[src/rtl/keypad_scanner.sv]
`default_nettype none
// ============================================================================
// Module      : keypad_scanner
// Description : Matrix-keypad scanner. Drives one column low at a time,
//               samples the active-low rows through a 2-flop synchroniser,
//               accumulates per-frame hit information and debounces a single
//               key code with press/release pulses and multi-key detection.
// Ports       : scan_clk    - scan clock, all state on rising edge
//               rst_n       - asynchronous active-low reset
//               row_n       - row sense lines, active-low
//               col_n       - column drives, one-cold
//               keydown     - debounced key held (level)
//               key         - accepted key code = row*COLS + col
//               press       - one-cycle pulse when a key is accepted
//               key_release - one-cycle pulse when the held key is released
//               multi       - two or more closed switches in last frame
// Revision    : 1.0 - initial release
// ============================================================================
module keypad_scanner #(
    parameter int ROWS     = 4,
    parameter int COLS     = 4,
    parameter int DWELL    = 3,
    parameter int DEBOUNCE = 3,
    localparam int KEY_W   = $clog2(ROWS * COLS)
) (
    input  logic             scan_clk,
    input  logic             rst_n,
    input  logic [ROWS-1:0]  row_n,
    output logic [COLS-1:0]  col_n,
    output logic             keydown,
    output logic [KEY_W-1:0] key,
    output logic             press,
    output logic             key_release,
    output logic             multi
);

    localparam int               c_COL_W      = $clog2(COLS);
    localparam int               c_DW_W       = $clog2(DWELL);
    localparam logic [c_COL_W-1:0] c_COL_LAST = c_COL_W'(COLS - 1);
    localparam logic [c_DW_W-1:0]  c_DW_LAST  = c_DW_W'(DWELL - 1);
    localparam logic [3:0]         c_DEB      = 4'(DEBOUNCE);

    typedef enum logic [1:0] {
        S_IDLE       = 2'd0,
        S_DB_PRESS   = 2'd1,
        S_HELD       = 2'd2,
        S_DB_RELEASE = 2'd3
    } state_t;

    // Scan counters and synchroniser
    logic [c_COL_W-1:0] r_col_idx;
    logic [c_DW_W-1:0]  r_dwell;
    logic [ROWS-1:0]    r_row_s1;
    logic [ROWS-1:0]    r_row_s2;

    // Per-frame accumulators (hit count saturates at 2)
    logic [1:0]         r_acc_hits;
    logic               r_acc_found;
    logic [KEY_W-1:0]   r_acc_code;
    logic               r_acc_seen;

    // Debounce state
    state_t             r_state;
    logic [3:0]         r_cnt;
    logic [KEY_W-1:0]   r_cand;

    logic               w_sample;
    logic               w_frame_end;
    logic [1:0]         w_col_hits;
    logic               w_col_found;
    logic [KEY_W-1:0]   w_col_code;
    logic               w_col_seen;
    logic [2:0]         w_hit_sum;
    logic [1:0]         w_frame_hits;
    logic               w_frame_found;
    logic [KEY_W-1:0]   w_frame_code;
    logic               w_frame_seen;
    logic [3:0]         w_cnt_inc;

    assign w_sample    = (r_dwell == c_DW_LAST);
    assign w_frame_end = w_sample && (r_col_idx == c_COL_LAST);
    assign w_cnt_inc   = r_cnt + 4'd1;

    // One-cold column drive decoded from the column counter
    generate
        for (genvar c = 0; c < COLS; c++) begin : g_col_drv
            assign col_n[c] = (r_col_idx != c_COL_W'(c));
        end
    endgenerate

    // Contribution of the currently driven column. Rows are walked from the
    // top down so the lowest closed row (lowest code in this column) wins.
    always_comb begin
        w_col_hits  = 2'd0;
        w_col_found = 1'b0;
        w_col_code  = '0;
        w_col_seen  = 1'b0;
        for (int r = ROWS - 1; r >= 0; r--) begin
            if (!r_row_s2[r]) begin
                w_col_found = 1'b1;
                w_col_code  = KEY_W'(r * COLS + int'(r_col_idx));
                if (KEY_W'(r * COLS + int'(r_col_idx)) == r_cand) begin
                    w_col_seen = 1'b1;
                end
                if (w_col_hits != 2'd2) begin
                    w_col_hits = w_col_hits + 2'd1;
                end
            end
        end
    end

    // Frame results including the column being sampled this cycle, so the
    // FSM sees the complete frame on the frame-end edge.
    always_comb begin
        w_hit_sum     = {1'b0, r_acc_hits} + {1'b0, w_col_hits};
        w_frame_hits  = (w_hit_sum >= 3'd2) ? 2'd2 : w_hit_sum[1:0];
        w_frame_found = r_acc_found | w_col_found;
        w_frame_seen  = r_acc_seen | w_col_seen;
        if (r_acc_found && (!w_col_found || (r_acc_code < w_col_code))) begin
            w_frame_code = r_acc_code;
        end else begin
            w_frame_code = w_col_code;
        end
    end

    // Scan counters, synchroniser and frame accumulators
    always_ff @(posedge scan_clk or negedge rst_n) begin
        if (!rst_n) begin
            r_col_idx   <= '0;
            r_dwell     <= '0;
            r_row_s1    <= '1;
            r_row_s2    <= '1;
            r_acc_hits  <= 2'd0;
            r_acc_found <= 1'b0;
            r_acc_code  <= '0;
            r_acc_seen  <= 1'b0;
        end else begin
            r_row_s1 <= row_n;
            r_row_s2 <= r_row_s1;

            if (w_sample) begin
                r_dwell   <= '0;
                r_col_idx <= (r_col_idx == c_COL_LAST) ? '0 : r_col_idx + 1'b1;
            end else begin
                r_dwell <= r_dwell + 1'b1;
            end

            if (w_frame_end) begin
                r_acc_hits  <= 2'd0;
                r_acc_found <= 1'b0;
                r_acc_code  <= '0;
                r_acc_seen  <= 1'b0;
            end else if (w_sample) begin
                r_acc_hits  <= w_frame_hits;
                r_acc_found <= w_frame_found;
                r_acc_code  <= w_frame_code;
                r_acc_seen  <= w_frame_seen;
            end
        end
    end

    // Debounce FSM with registered outputs, evaluated once per frame
    always_ff @(posedge scan_clk or negedge rst_n) begin
        if (!rst_n) begin
            r_state     <= S_IDLE;
            r_cnt       <= 4'd0;
            r_cand      <= '0;
            keydown     <= 1'b0;
            key         <= '0;
            press       <= 1'b0;
            key_release <= 1'b0;
            multi       <= 1'b0;
        end else begin
            press       <= 1'b0;
            key_release <= 1'b0;
            if (w_frame_end) begin
                multi <= (w_frame_hits == 2'd2);
                case (r_state)
                    S_IDLE: begin
                        // Exactly one hit: two keys at once never start a press
                        if (w_frame_hits == 2'd1) begin
                            r_cand <= w_frame_code;
                            if (DEBOUNCE == 1) begin
                                key     <= w_frame_code;
                                keydown <= 1'b1;
                                press   <= 1'b1;
                                r_cnt   <= 4'd0;
                                r_state <= S_HELD;
                            end else begin
                                r_cnt   <= 4'd1;
                                r_state <= S_DB_PRESS;
                            end
                        end
                    end
                    S_DB_PRESS: begin
                        if ((w_frame_hits == 2'd1) && (w_frame_code == r_cand)) begin
                            if (w_cnt_inc == c_DEB) begin
                                key     <= r_cand;
                                keydown <= 1'b1;
                                press   <= 1'b1;
                                r_cnt   <= 4'd0;
                                r_state <= S_HELD;
                            end else begin
                                r_cnt <= w_cnt_inc;
                            end
                        end else begin
                            r_cnt   <= 4'd0;
                            r_state <= S_IDLE;
                        end
                    end
                    S_HELD: begin
                        // Extra keys are ignored while the candidate stays closed
                        if (!w_frame_seen) begin
                            if (DEBOUNCE == 1) begin
                                keydown     <= 1'b0;
                                key_release <= 1'b1;
                                r_cnt       <= 4'd0;
                                r_state     <= S_IDLE;
                            end else begin
                                r_cnt   <= 4'd1;
                                r_state <= S_DB_RELEASE;
                            end
                        end
                    end
                    S_DB_RELEASE: begin
                        if (w_frame_seen) begin
                            r_cnt   <= 4'd0;
                            r_state <= S_HELD;
                        end else if (w_cnt_inc == c_DEB) begin
                            keydown     <= 1'b0;
                            key_release <= 1'b1;
                            r_cnt       <= 4'd0;
                            r_state     <= S_IDLE;
                        end else begin
                            r_cnt <= w_cnt_inc;
                        end
                    end
                    default: begin
                        r_cnt   <= 4'd0;
                        r_state <= S_IDLE;
                    end
                endcase
            end
        end
    end

endmodule
`default_nettype wire

[config.mk]
export PLATFORM = sky130hd
export DESIGN_NAME = keypad_scanner
export DESIGN_NICKNAME = d
export VERILOG_FILES = /design/src/rtl/keypad_scanner.sv
export SDC_FILE = /design/constraint.sdc
export NUM_CORES = 1
export LEC_CHECK = 0
export ABC_AREA = 1
export ABC_CLOCK_PERIOD_IN_PS = 5500
export CORE_ASPECT_RATIO = 1.1
export CORE_MARGIN = 2
export CORE_UTILIZATION = 43
export DETAILED_ROUTE_END_ITERATION = 6
export HOLD_SLACK_MARGIN = 0.1
export PLACE_DENSITY_LB_ADDON = 0.12
export SETUP_SLACK_MARGIN = 0.2
export SLEW_MARGIN = 10
export SYNTH_ARGS = -nofsm -noshare
export SYNTH_HDL_FRONTEND = slang
export SYNTH_SLANG_ARGS = --single-unit
export TNS_END_PERCENT = 10
[constraint.sdc]
create_clock -name scan_clk -period 5.5 [get_ports scan_clk]
set_input_delay 1.1 -clock scan_clk [delete_from_list [all_inputs] [get_ports scan_clk]]
set_output_delay 1.1 -clock scan_clk [all_outputs]
set_load 0.01 [all_outputs]
### Yosys cells after proc, flatten, opt, wreduce, memory -nomap -nowiden

Cells that the tools add are included.

* bits in registers: 38
* logic and storage cells: 131
* input port bits: 6
* output and inout bits: 12

* bitwise operators: 2
* reductions and logical operators: 14
* add/subtract/negate cells: 10
* multiplexer cells: 60
* equality and inequality tests: 27
* $lt $le $gt $ge: 2

Operators by type and width (number)
* two-way mux 4 bit: 12
* two-way mux 2 bit: 17
* two-way mux 1 bit: 28
* != test 2 bit, second input constant: 11
* == test 4 bit: 4
* case mux 4 bit (4 select lines): 1
* adder 2 x 1 -> 2 bit, second input constant: 5
* == test 2 bit, second input constant: 5
* adder 4 x 2 -> 4 bit, first input constant: 2
* case mux 2 bit (4 select lines): 1
* != test 3 bit, second input constant: 2
* AND reduction 3 bit: 2
* AND reduction 6 bit: 1
* nonzero test 2 bit: 3
* AND reduction 5 bit: 1
* adder 3 x 2 -> 4 bit, first input constant: 1
* adder 4 x 1 -> 4 bit, second input constant: 1
* == test 2 x 1 -> 1 bit, second input constant: 2
* == test 2 x 4 -> 1 bit: 1
* == test 4 x 2 -> 1 bit, second input constant: 1
* < comparator 4 bit: 1
* AND reduction 4 bit: 1
* adder 2 x 2 -> 3 bit: 1
* >= comparator 3 x 2 -> 1 bit, second input constant: 1
* other kinds (7): 10

### Longest topological paths before layout

* word-level depth: 18
* mapped depth: 23
* mapped depth without buffers: 23

### Least setup slack after synthesis

No wires, ideal clock.

* path kind: reg2reg
* start point: register r_row_s2[2]
* end point: register r_cnt[1]
* arrival: 2.858 ns
* clock period less this slack: 2.923 ns
* stages on the path, launching flop included: 17
* slack: 2.577 ns
* cell sequence: dfstp_2 inv_1 ha_1 a21oi_1 ha_1 nand2_1 o21ai_0 fa_1 nor2_1 nand2_1 inv_1 nor3_1 nor3_2 inv_1 nor3_1 nand2_1 nand2_1

* longest elaborated chain between the ends: 14
* elaborated cells on any way between the ends: 38

RTL lines
* start, declared: RTL line 54 `logic [ROWS-1:0] r_row_s2;`
* start signal, assigned: RTL line 139 `r_row_s2 <= r_row_s1;`
* two-way mux 2 bit: RTL line 99 `if (!r_row_s2[r]) begin`
* adder 2 x 1 -> 2 bit or != test 2 bit (tied branches): RTL line 106, 105
* two-way mux 2 bit: RTL line 105 `if (w_col_hits != 2'd2) begin`
* two-way mux 2 bit: RTL line 99
* adder 2 x 1 -> 2 bit or != test 2 bit (tied branches): RTL line 106, 105
* two-way mux 2 bit: RTL line 105
* two-way mux 2 bit: RTL line 99
* adder 2 x 2 -> 3 bit: RTL line 115 `w_hit_sum = {1'b0, r_acc_hits} + {1'b0, w_col_hits};`
* >= comparator 3 x 2 -> 1 bit: RTL line 116 `w_frame_hits = (w_hit_sum >= 3'd2) ? 2'd2 : w_hit_sum[1:0];`
* two-way mux 2 bit: RTL line 116
* == test 2 x 1 -> 1 bit: RTL line 181, 196
* logical AND 1 bit: RTL line 196 `if ((w_frame_hits == 2'd1) && (w_frame_code == r_cand)) begin`
* two-way mux 4 bit: RTL line 196
* case mux 4 bit (4 select lines): RTL line 178 `case (r_state)`
* end signal, assigned: RTL line 204 `r_cnt <= w_cnt_inc;`
* end signal, assigned: RTL line 235 `r_cnt <= w_cnt_inc;`
* end, declared: RTL line 64 `logic [3:0] r_cnt;`

Parallel ways exist; a longest one is shown, timed or not.
A chain may end at the register's enable or synchronous reset.

### Worst setup path in the final report

Ends and elaborated chain as after synthesis.

==> results.txt <==
Peak fanout along the critical path: 6
Setup WS post-layout: 2320 ps
Status: completed
Gp weighted congestion: 0.753
# IOs: 18
Clk sinks: 38
Layout cells sized above 1: 14.3%
Via density: 4.85
Layout Cells excl Fill: 328
Htree depth: 2
# resized after CTS: 0
Fmax achieved: 314 MHz
Most used cell, CP: nand2_1
Delay-heaviest family, CP: adder cells
Max-Cap Viols: 0
Core area: 4650 um2
GRT Residual Overflow: 0
First-pass GRT wire length: 6910 um
Largest net degree at the start of global routing: 39
Top cell type's share of synthesized area: 36.2%
Vias: 1,592
Static leakage: 1.22 nW
Fraction of registers with async set/reset: 100%
Cells after Synth: 248
FP Rows: 26
Cell with the most instances after synthesis: nand2_1
R2R Path Start: r_row_s2[2]
Worst VDD drop: 0.127 mV
Initial antenna violation count: 0
Initial DRC count: 129
Total CTS buffers: 5
Hold Vio Cnt, Final: 0
Synth Flop Type: dfrtp_1
TritonCTS clock tree: built
Yosys cell types: 28
Total GRT Usage: 15.8%
Hold Path Sink: r_row_s2[0]
Placed insts: 320
Worst-Skew Late Latency: 280 ps
Worst slew pin tran: 851 ps
Syn-to-layout area delta: 15.5%
Design area: 2400 um2
Drt wl/cell: 11.5 um
Syn_nets: 269
Slowest CP cell: dfstp_2
Final core utilization: 51.5%
RSZ-0062 raised after global routing: false
Post-synth EDFFs: 0
Drc violations: 0
Seq/Total Area, Yosys: 46.3%
Die Width: 70.2 um
CTS clk-pin slew, worst paths: 70 ps
Vias in the first global route: 1,573
Synth top area cells: dfrtp_1 (36%), nand2_1 (12%), dfstp_2 (10%)
Setup crit start kind: flop
Number of post-CTS setup repair buffers: 0
Post-synth top cells: nand2_1 (64), inv_1 (38), dfrtp_1 (30)
Post-CTS Hold Buffers: 0
Relative slew slack: 43.3%
Clock Tree Root: clkbuf_8
Pwr/cell area: 274 nW/um2
Total Wirelength: 3760 um
Hold Startpoint: r_row_s1[0]
Synth Register Bits: 38
Hold path cells: 0
Reg2Reg Depth: 16
Syn avg cell area: 8.36 um2
Synth area leader: dfrtp_1
Worst EP arrival: 3410 ps
Ys Warns: 0
Total power: 657 uW
DRT antenna net count: 0
FF-to-FF End: r_cnt[1]
Min-delay worst type: flop to flop
CP Cell Sequence: inv_1 > ha_1 > a21oi_1 > ha_1 > nand2_1 > o21ai_0 > fa_1 > nor2_1 > nand2_1 > inv_1 > nor3_1 > nor3_2 > inv_1 > nor3_1 > nand2_1 > nand2_1
Fin Setup TNS: 0 ps
Clock skew: 4.27 ps
Final Max Slew Viols: 0
Cell area after placement: 2300 um2
Die Area: 5400 um2
Final setup vio count: 0
HPWL after DPL: 2840 um
# fillers: 450
Kind of critical path: flop to flop
Fin crit period: 3180 ps
Tcrit/Tclk final: 57.8%
# diodes: 0
Critical path required time: 5730 ps
Layout Nets: 292
Die H: 76.9 um
Worst R2R Setup Slack: 2320 ps
Mapped Area: 2070 um2
Post-place setup slack: 2300 ps
Clock Path Buffers: 2
Slowest stage delay, CP: 560 ps
Hold WS: 356 ps
Initial DRT Pass Iterations: 4
CP endpoint kind: flop
Buf/Inv on CP: 3
Port Buffers: 17
Starting Density: 44.6%
[final cells by class]
cell class | count | area [um2] | share of cell area, %
Multi-Input combinational cell | 170 | 962 | 40.2
Sequential cell | 38 | 961 | 40.1
Timing Repair Buffer | 17 | 165 | 6.89
Inverter | 39 | 146 | 6.11
Clock buffer | 7 | 86.3 | 3.60
Tap cell | 56 | 70.1 | 2.92
Clock inverter | 1 | 5.00 | 0.209
[metal layers]
metal	vias up	global-route usage, %	routed length [um]
met5	-	0	0
met4	0	4.62	24
met3	2	3.55	123
met2	28	26.3	1850
met1	730	20.3	1760
li1	832	-	-
[worst register-to-register path, delay by kind of cell, from the launching register on]
kind            cells  cell delay (ps)
flops               1              560
compound gates      2              310
buf+inv             3              310
fa+ha+maj           3              980
simple gates        8              970
[cells by family after synthesis]
| group | synth area share, % |
|---|---|
| compound gates | 7.72 |
| xor+xnor | 1.27 |
| fa+ha+maj | 9.41 |
| buf+inv | 7.30 |
| flops | 46.3 |
| simple gates | 28.0 |
[layout by cell type, fill, tap and decap left out, types with 6 or more instances in the layout]
cell | Yosys | final
a21oi_1 | 6 | 6
clkbuf_8 | 0 | 6
clkdlybuf4s50_1 | 0 | 16
dfrtp_1 | 30 | 30
dfstp_2 | 8 | 8
ha_1 | 14 | 14
inv_1 | 38 | 38
nand2_1 | 64 | 64
nand2_2 | 12 | 12
nand3_1 | 15 | 15
nor2_1 | 13 | 13
o21ai_0 | 16 | 16
[registers in the layout (all words and copies together), names as in the netlist]
name,cells
key,4
key_release,1
keydown,1
multi,1
press,1
r_acc_code,4
r_acc_found,1
r_acc_hits,2
r_acc_seen,1
r_cand,4
r_cnt,4
r_col_idx,2
r_dwell,2
r_row_s1,4
r_row_s2,4
r_state,2
[worst max-delay path by stage]
stage,startpoint,endpoint,cells past startpoint
after floorplan,r_row_s2[2],r_cnt[1],16
after global placement,r_row_s2[2],r_cnt[1],16
after detailed placement,r_row_s2[2],r_cnt[1],16
after CTS,r_row_s2[2],r_cnt[1],17
after global routing,r_row_s2[2],r_cnt[1],17
final,r_row_s2[2],r_cnt[1],16
[where the power goes]
group / switching (mW) / internal (mW) / total [mW]
Combinational: 0.0826 / 0.0462 / 0.129
Clock: 0.0922 / 0.101 / 0.193
Sequential: 0.0287 / 0.306 / 0.335
Note: power is estimated with default switching activity, not from simulation.
